`src/rtl/rssi_avg_ctrl.sv`:
```
// RSSI power averaging controller: squares I and Q through one shared external
// multiplier, accumulates a window of 2^LOG2_WIN sample powers and emits their mean.
module rssi_avg_ctrl #(
  parameter int IN_W     = 12,
  parameter int ACC_W    = 37,
  parameter int LOG2_WIN = 4,
  parameter int MUL_LAT  = 1
) (
  input  logic                     CLK,
  input  logic                     RSTn,
  input  logic                     start,
  input  logic                     cont,
  input  logic                     clear,
  input  logic                     smp_valid,
  input  logic signed [IN_W-1:0]   smp_i,
  input  logic signed [IN_W-1:0]   smp_q,
  output logic                     smp_ready,
  output logic signed [IN_W-1:0]   mul_a,
  output logic signed [IN_W-1:0]   mul_b,
  input  logic signed [2*IN_W-1:0] mul_p,
  output logic [2*IN_W-1:0]        rssi_out,
  output logic                     rssi_valid,
  output logic                     busy
);

  localparam int PW = 2 * IN_W;
  localparam int DW = (MUL_LAT > 1) ? $clog2(MUL_LAT) : 1;
  localparam logic [LOG2_WIN-1:0] LAST = '1;

  typedef enum logic [2:0] {IDLE, WAIT_SMP, MUL_I, MUL_Q, DRAIN, DONE} state_t;

  state_t                 state, state_nxt;
  logic [LOG2_WIN-1:0]    smp_cnt;
  logic [DW-1:0]          drain_cnt;
  logic [MUL_LAT-1:0]     vld_p;
  logic [ACC_W-1:0]       acc;
  logic signed [IN_W-1:0] i_p0, q_p0;
  logic                   accept, issue, drain_last;

  function automatic logic [ACC_W-1:0] sext_prod(input logic signed [PW-1:0] p);
    return {{(ACC_W-PW){p[PW-1]}}, p};
  endfunction

  function automatic logic [PW-1:0] sat_mean(input logic [ACC_W-1:0] a);
    logic [ACC_W-1:0] m;
    m = a >> LOG2_WIN;
    if (m > {{(ACC_W-PW){1'b0}}, {PW{1'b1}}})
      return {PW{1'b1}};
    return m[PW-1:0];
  endfunction

  assign accept     = smp_valid & smp_ready;
  assign issue      = (state == MUL_I) || (state == MUL_Q);
  assign drain_last = (drain_cnt == '0);
  assign busy       = (state != IDLE);

  always_comb begin
    state_nxt = state;
    if (clear) begin
      state_nxt = IDLE;
    end else begin
      case (state)
        IDLE:     if (start) state_nxt = WAIT_SMP;
        WAIT_SMP: if (accept) state_nxt = MUL_I;
        MUL_I:    state_nxt = MUL_Q;
        MUL_Q:    state_nxt = DRAIN;
        DRAIN:    if (drain_last) state_nxt = (smp_cnt == LAST) ? DONE : WAIT_SMP;
        DONE:     state_nxt = cont ? WAIT_SMP : IDLE;
        default:  state_nxt = IDLE;
      endcase
    end
  end

  // Operands are driven straight from the latched sample so the product issue cycle equals the state cycle
  always_comb begin
    mul_a = '0;
    mul_b = '0;
    case (state)
      MUL_I: begin mul_a = i_p0; mul_b = i_p0; end
      MUL_Q: begin mul_a = q_p0; mul_b = q_p0; end
      default: ;
    endcase
  end

  // p0: sample capture
  always_ff @(posedge CLK) begin
    if (accept) begin
      i_p0 <= smp_i;
      q_p0 <= smp_q;
    end
  end

  // p1: product tagging, accumulation and window result
  always_ff @(posedge CLK or negedge RSTn) begin
    if (!RSTn) begin
      state      <= IDLE;
      smp_ready  <= 1'b0;
      smp_cnt    <= '0;
      drain_cnt  <= '0;
      vld_p      <= '0;
      acc        <= '0;
      rssi_out   <= '0;
      rssi_valid <= 1'b0;
    end else begin
      state      <= state_nxt;
      smp_ready  <= (state_nxt == WAIT_SMP);
      rssi_valid <= 1'b0;
      if (clear) begin
        smp_cnt   <= '0;
        drain_cnt <= '0;
        vld_p     <= '0;
        acc       <= '0;
      end else begin
        vld_p <= (vld_p << 1) | MUL_LAT'(issue);
        if (vld_p[MUL_LAT-1])
          acc <= acc + sext_prod(mul_p);
        case (state)
          MUL_Q: drain_cnt <= DW'(MUL_LAT - 1);
          DRAIN: begin
            if (!drain_last)
              drain_cnt <= drain_cnt - 1'b1;
            else if (smp_cnt != LAST)
              smp_cnt <= smp_cnt + 1'b1;
          end
          DONE: begin
            rssi_out   <= sat_mean(acc);
            rssi_valid <= 1'b1;
            acc        <= '0;
            smp_cnt    <= '0;
          end
          default: ;
        endcase
      end
    end
  end

endmodule

```
`config.mk`:
```
export PLATFORM = sky130hd
export DESIGN_NAME = rssi_avg_ctrl
export DESIGN_NICKNAME = d
export VERILOG_FILES = /design/src/rtl/rssi_avg_ctrl.sv
export SDC_FILE = /design/constraint.sdc
export NUM_CORES = 1
export LEC_CHECK = 0
export BUFFER_PORTS_ARGS = -buffer_cell sky130_fd_sc_hd__buf_4
export CORE_ASPECT_RATIO = 1.75
export CORE_UTILIZATION = 55
export CTS_BUF_LIST = sky130_fd_sc_hd__clkbuf_16
export CTS_CLUSTER_DIAMETER = 120
export DETAILED_ROUTE_END_ITERATION = 10
export GPL_TIMING_DRIVEN = 1
export PLACE_DENSITY = 0.84
export SYNTH_ARGS = -nofsm -noshare
export SYNTH_HDL_FRONTEND = slang
export SYNTH_SLANG_ARGS = --single-unit
```
`constraint.sdc`:
```
create_clock -name CLK -period 5.8 [get_ports CLK]
set_clock_uncertainty 0.05 [all_clocks]
set_input_delay 0 -clock CLK [delete_from_list [all_inputs] [get_ports CLK]]
set_output_delay 0 -clock CLK [all_outputs]
set_load 0.02 [all_outputs]
```
======== After elaboration in Yosys (flattened, before gate mapping) ========
Index checks and enable logic that the tools add are counted.
storage, ports and cells
  output and inout bits ................... 51
  bits in registers ....................... 96
  logic and storage cells ................. 60
operators by class
  magnitude comparators ................... 1
  multiplexer cells ....................... 26
  bitwise logic cells ..................... 2
  reduce and logical (&&, ||, !) cells .... 8
  add/subtract/negate cells ............... 3
  eq/ne operators ......................... 10
operators by type and width
  kind                                                                               count
  37-bit 2-to-1 mux                                                                  3
  24-bit 2-to-1 mux                                                                  2
  37-bit adder                                                                       1
  33-bit by 24-bit greater-than comparator with 1-bit output, second input constant  1
  12-bit one-hot mux with 2 select lines                                             1
  3-bit one-hot mux with 6 select lines                                              1
  3-bit 2-to-1 mux                                                                   5
  4-bit 2-to-1 mux                                                                   3
  3-bit nonzero test                                                                 4
  1-bit 2-to-1 mux                                                                   9
  4-bit one-hot mux with 2 select lines                                              1
  3-bit by 1-bit equality test with 1-bit output, second input constant              2
  3-bit by 2-bit equality test with 1-bit output, second input constant              2
  3-bit equality test, second input constant                                         2
  3-bit != test, second input constant                                               2
  4-bit by 1-bit adder with 4-bit output, second input constant                      1
  4-bit equality test, second input constant                                         1
  4-bit != test, second input constant                                               1
  3-bit logical NOT                                                                  1
  3-bit AND reduction                                                                1
  1-bit one-hot mux with 2 select lines                                              1
  2-bit AND reduction                                                                1
  1-bit bitwise AND                                                                  1
  1-bit logical OR                                                                   1
  other kinds (2)                                                                    2

======== Logic depth before layout (Yosys ltp) ========
  word-level depth ........................ 6
  gate-level depth with buffers ........... 12

======== Worst setup path before layout ========
OpenSTA, ideal clock, no wires.
  path type ............................... reg2reg
  start point ............................. reg acc[0]
  end point ............................... reg acc[34]
  setup slack ............................. 3.312 ns
  stages on the path, launching flop included .. 13
  arrival ................................. 2.316 ns
  data required time ...................... 5.627 ns
  clock period less this slack ............ 2.488 ns
  path buffers ............................ 0
  cells stage by stage .................... dfrtp_1 -> ha_1 -> inv_1 -> fa_1 -> nand2b_1 -> a21oi_2 -> a41o_2 -> a21oi_1 -> nor4_1 -> nor2_1 -> o31ai_2 -> xnor2_1 -> o21ai_1
on the way
  word-level cells in the longest chain between the ends .. 4
RTL lines
  what                      line  source
  start: declaration        36    logic [ACC_W-1:0] acc;
  start signal: assignment  116   acc <= acc + sext_prod(mul_p);
  37-bit adder              116
  37-bit 2-to-1 mux         115   if (vld_p[MUL_LAT-1])
  37-bit 2-to-1 mux         117   case (state)
  37-bit 2-to-1 mux         108   if (clear) begin
No other way between the ends. The select of a mux whose other input is x is not followed.
A chain may end at the register's enable or synchronous reset.

======== Worst setup path in the final report ========
  start point ............................. reg acc[11]
  end point ............................... reg acc[33]
Same word-level chain as after synthesis.

==> impl_metrics.json <==
{
  "dr.pass1.iters": 5,
  "cpMostUsedCell": "o31ai_2",
  "synth_edf_count": 24,
  "postSynthCellCount": 594,
  "worst_pin_slew_ns": 1.07,
  "startpoint_type": "register",
  "viasPerCell": 6.16,
  "root_buffer": "clkbuf_16",
  "start_util_pct": 56.9,
  "leakage_nw": 3.26,
  "fin_crit_ns": 2.85,
  "gr-total-overflow": 0,
  "syn_area_sq_um": 5900,
  "critPathMaxStageDelay_ns": 0.40,
  "grt_pass1_wl_um": 24900,
  "first_global_vias": 5406,
  "yosysSeqAreaShare_pct": 42.4,
  "worst_setup_hold_path_clk_slew_ns": 0.07,
  "antenna_cells": 0,
  "synth_most_common_cell": "dfrtp_1",
  "first_iter_violations": 222,
  "hold_depth": 4,
  "drt-total-wl_um": 15600,
  "cts_tree": "yes",
  "grtUsageTotal_pct": 29.3,
  "area_growth_pct": 22.3,
  "crit_type": "reg2reg",
  "yosysUniqueCellTypes": 64,
  "ir_drop_mv": 0.167,
  "synth_area_leaders": "dfrtp_1, edfxtp_1, ha_1",
  "antenna_left": 0,
  "drv_slew": 0,
  "grt_max_degree": 72,
  "crit_chain": "ha_1 > a21oi_1 > nand2_1 > a221oi_2 > o31ai_2 > a41oi_2 > a211oi_2 > o31ai_2 > mux2i_1 > nand3_1",
  "nNetsFinal": 790,
  "crit_arrival_ns": 3.02,
  "r2r_cells": 10,
  "grt_antenna_before_repair": 0,
  "tns_ns": 0,
  "routedWlPerCell_um": 18.8,
  "core-area_sq_um": 10400,
  "ioPinCount": 105,
  "cts_made_buffers": 9,
  "critPathCaptureType": "register",
  "crit_slowest_cell": "dfrtp_1",
  "die_area_sq_um": 11200,
  "worstPathMaxFanout": 8,
  "setup_violations": 0,
  "num_rows": 49,
  "crit_cells": 10,
  "yosysTopAreaCell": "dfrtp_1",
  "cts.sinks": 95,
  "port_buffers": 104,
  "synth_flop_cell": "dfrtp_1",
  "cts_resized": 0,
  "fmax_mhz": 351,
  "cp.required_ns": 5.97,
  "status": "complete, no violations",
  "clk_latency_ns": 0.35,
  "yosysWarnings": 0,
  "clk_path_buf_depth": 2,
  "crit_family": "compound AO/OA/AOI/OAI gates",
  "place_congestion": 0.927,
  "vias": 5110,
  "final.period_utilization_pct": 49.1,
  "rsz0062_at_grt": "no",
  "yosys_register_bits": 95,
  "whs_ns": 0.0721,
  "synth.top_cells.by_count": "dfrtp_1, nor2_1, a21oi_1, mux2i_1, ha_1",
  "syn_area_per_cell_sq_um": 9.93,
  "drc": 0,
  "die_w_um": 80.3,
  "async_flop_share_pct": 74.7,
  "crit_buf_inv": 0,
  "hold_class": "in2reg",
  "die_h_um": 139,
  "synthDominantCellAreaShare_pct": 30.1,
  "layout-drive-gt1-share_pct": 20.3,
  "htree_levels": 3,
  "cap_viol_max_count": 0,
  "hold_viol_final": 0,
  "hpwlAfterDp_um": 10900,
  "maxSlewHeadroom_pct": 28.8,
  "p_per_area_nw_per_um2": 223,
  "synth_nets": 686
}
logic make-up after synthesis:
logic type                 count (synthesis)  share of synthesized area, %
xor gates and xnor gates                  31                          4.61
and+or+nand+nor                          173                          13.9
AOI/OAI and AO/OA                        163                          19.6
muxes                                     40                          6.79
adders and majority gates                 38                          8.19
buffers and inverters                     54                          4.52
DFF                                       95                          42.4
report_power, final:
part | internal (mW) | leakage [nW] | switching [mW]
clock | 0.327 | 0.147 | 0.248
sequential | 0.723 | 1.15 | 0.0244
combinational | 0.133 | 1.96 | 0.154
area by class of cell:
| cell class | count | area [sq um] |
|---|---|---|
| inverters | 10 | 37.5 |
| multi-input cells | 445 | 3130 |
| clock inverters | 7 | 57.6 |
| fillers | 774 | 3150 |
| clock buffers | 9 | 225 |
| repair buffers | 137 | 1100 |
| flip-flops and latches | 95 | 2500 |
| well taps | 127 | 159 |
cell usage in the layout (no fill, tap or decap), drive strengths merged, types with 6 or more instances in the layout:
master       count
ha              37
a21o            12
o22a            24
nor2            69
dlygate4sd3     28
edfxtp          24
nand2           34
nand4           11
nor2b            7
nand3           18
o31ai            6
xor2            14
mux2i           40
inv             13
dfrtp           71
clkbuf           9
buf            109
xnor2           17
a21oi           46
o21ai           35
path summary, 6_finish.rpt:
| kind | start | endpoint | slack [ns] |
|---|---|---|---|
| max in group asynchronous | RSTn | vld_p$_DFF_PN0_ | 4.80 |
| worst max register to register | acc[11]$_DFFE_PN0P_ | acc[33]$_DFFE_PN0P_ | 2.95 |
| worst min register to register | rssi_out[20]$_DFFE_PN0P_ | rssi_out[20]$_DFFE_PN0P_ | 0.46 |
| worst max-delay path | acc[11]$_DFFE_PN0P_ | acc[33]$_DFFE_PN0P_ | 2.95 |
| min in group asynchronous | RSTn | acc[35]$_DFFE_PN0P_ | 0.26 |
| worst min-delay path | mul_p[1] | acc[1]$_DFFE_PN0P_ | 0.07 |
worst register-to-register path, cell delays in order (launching register included):
cell,delay (ns)
dfrtp_1,0.40
ha_1,0.39
a21oi_1,0.24
nand2_1,0.09
a221oi_2,0.28
o31ai_2,0.17
a41oi_2,0.38
a211oi_2,0.14
o31ai_2,0.27
mux2i_1,0.22
nand3_1,0.08
per-layer routing:
layer	GRT usage (%)	wire (um)	vias to the layer above
met1	28.8	5560	2460
met3	4.41	688	62
met2	54.9	8560	211
met5	0	0	-
li1	-	-	2377
met4	18.1	756	0
state kept, by name, indices dropped and copies added, names as in the netlist:
register and flops:
smp_ready 1, i_p0 12, rssi_valid 1, q_p0 12, smp_cnt 4, acc 37, state 3, rssi_out 24
vld_p 1
metrics by stage:
step                util (%)  setup slack, ns  cells  power [mW]  area (sq um)
detailed placement      64.2             3.01    786        1.03          6650
CTS                     69.6             2.99    830        1.62          7210
global route            69.6             2.80    830        1.66          7210
global placement        64.2             3.08    786        1.02          6650
floorplan                  -             3.31    594       0.916          5900
finish                  69.6             2.95    830        1.61          7210
repair_timing:
item / 4_1_cts / 5_1_grt
hold buffers: 28 / 0
setup buffers: 0 / 0
hold endpoints to repair: 101 / 0
Note: power is estimated with default switching activity, not from simulation.
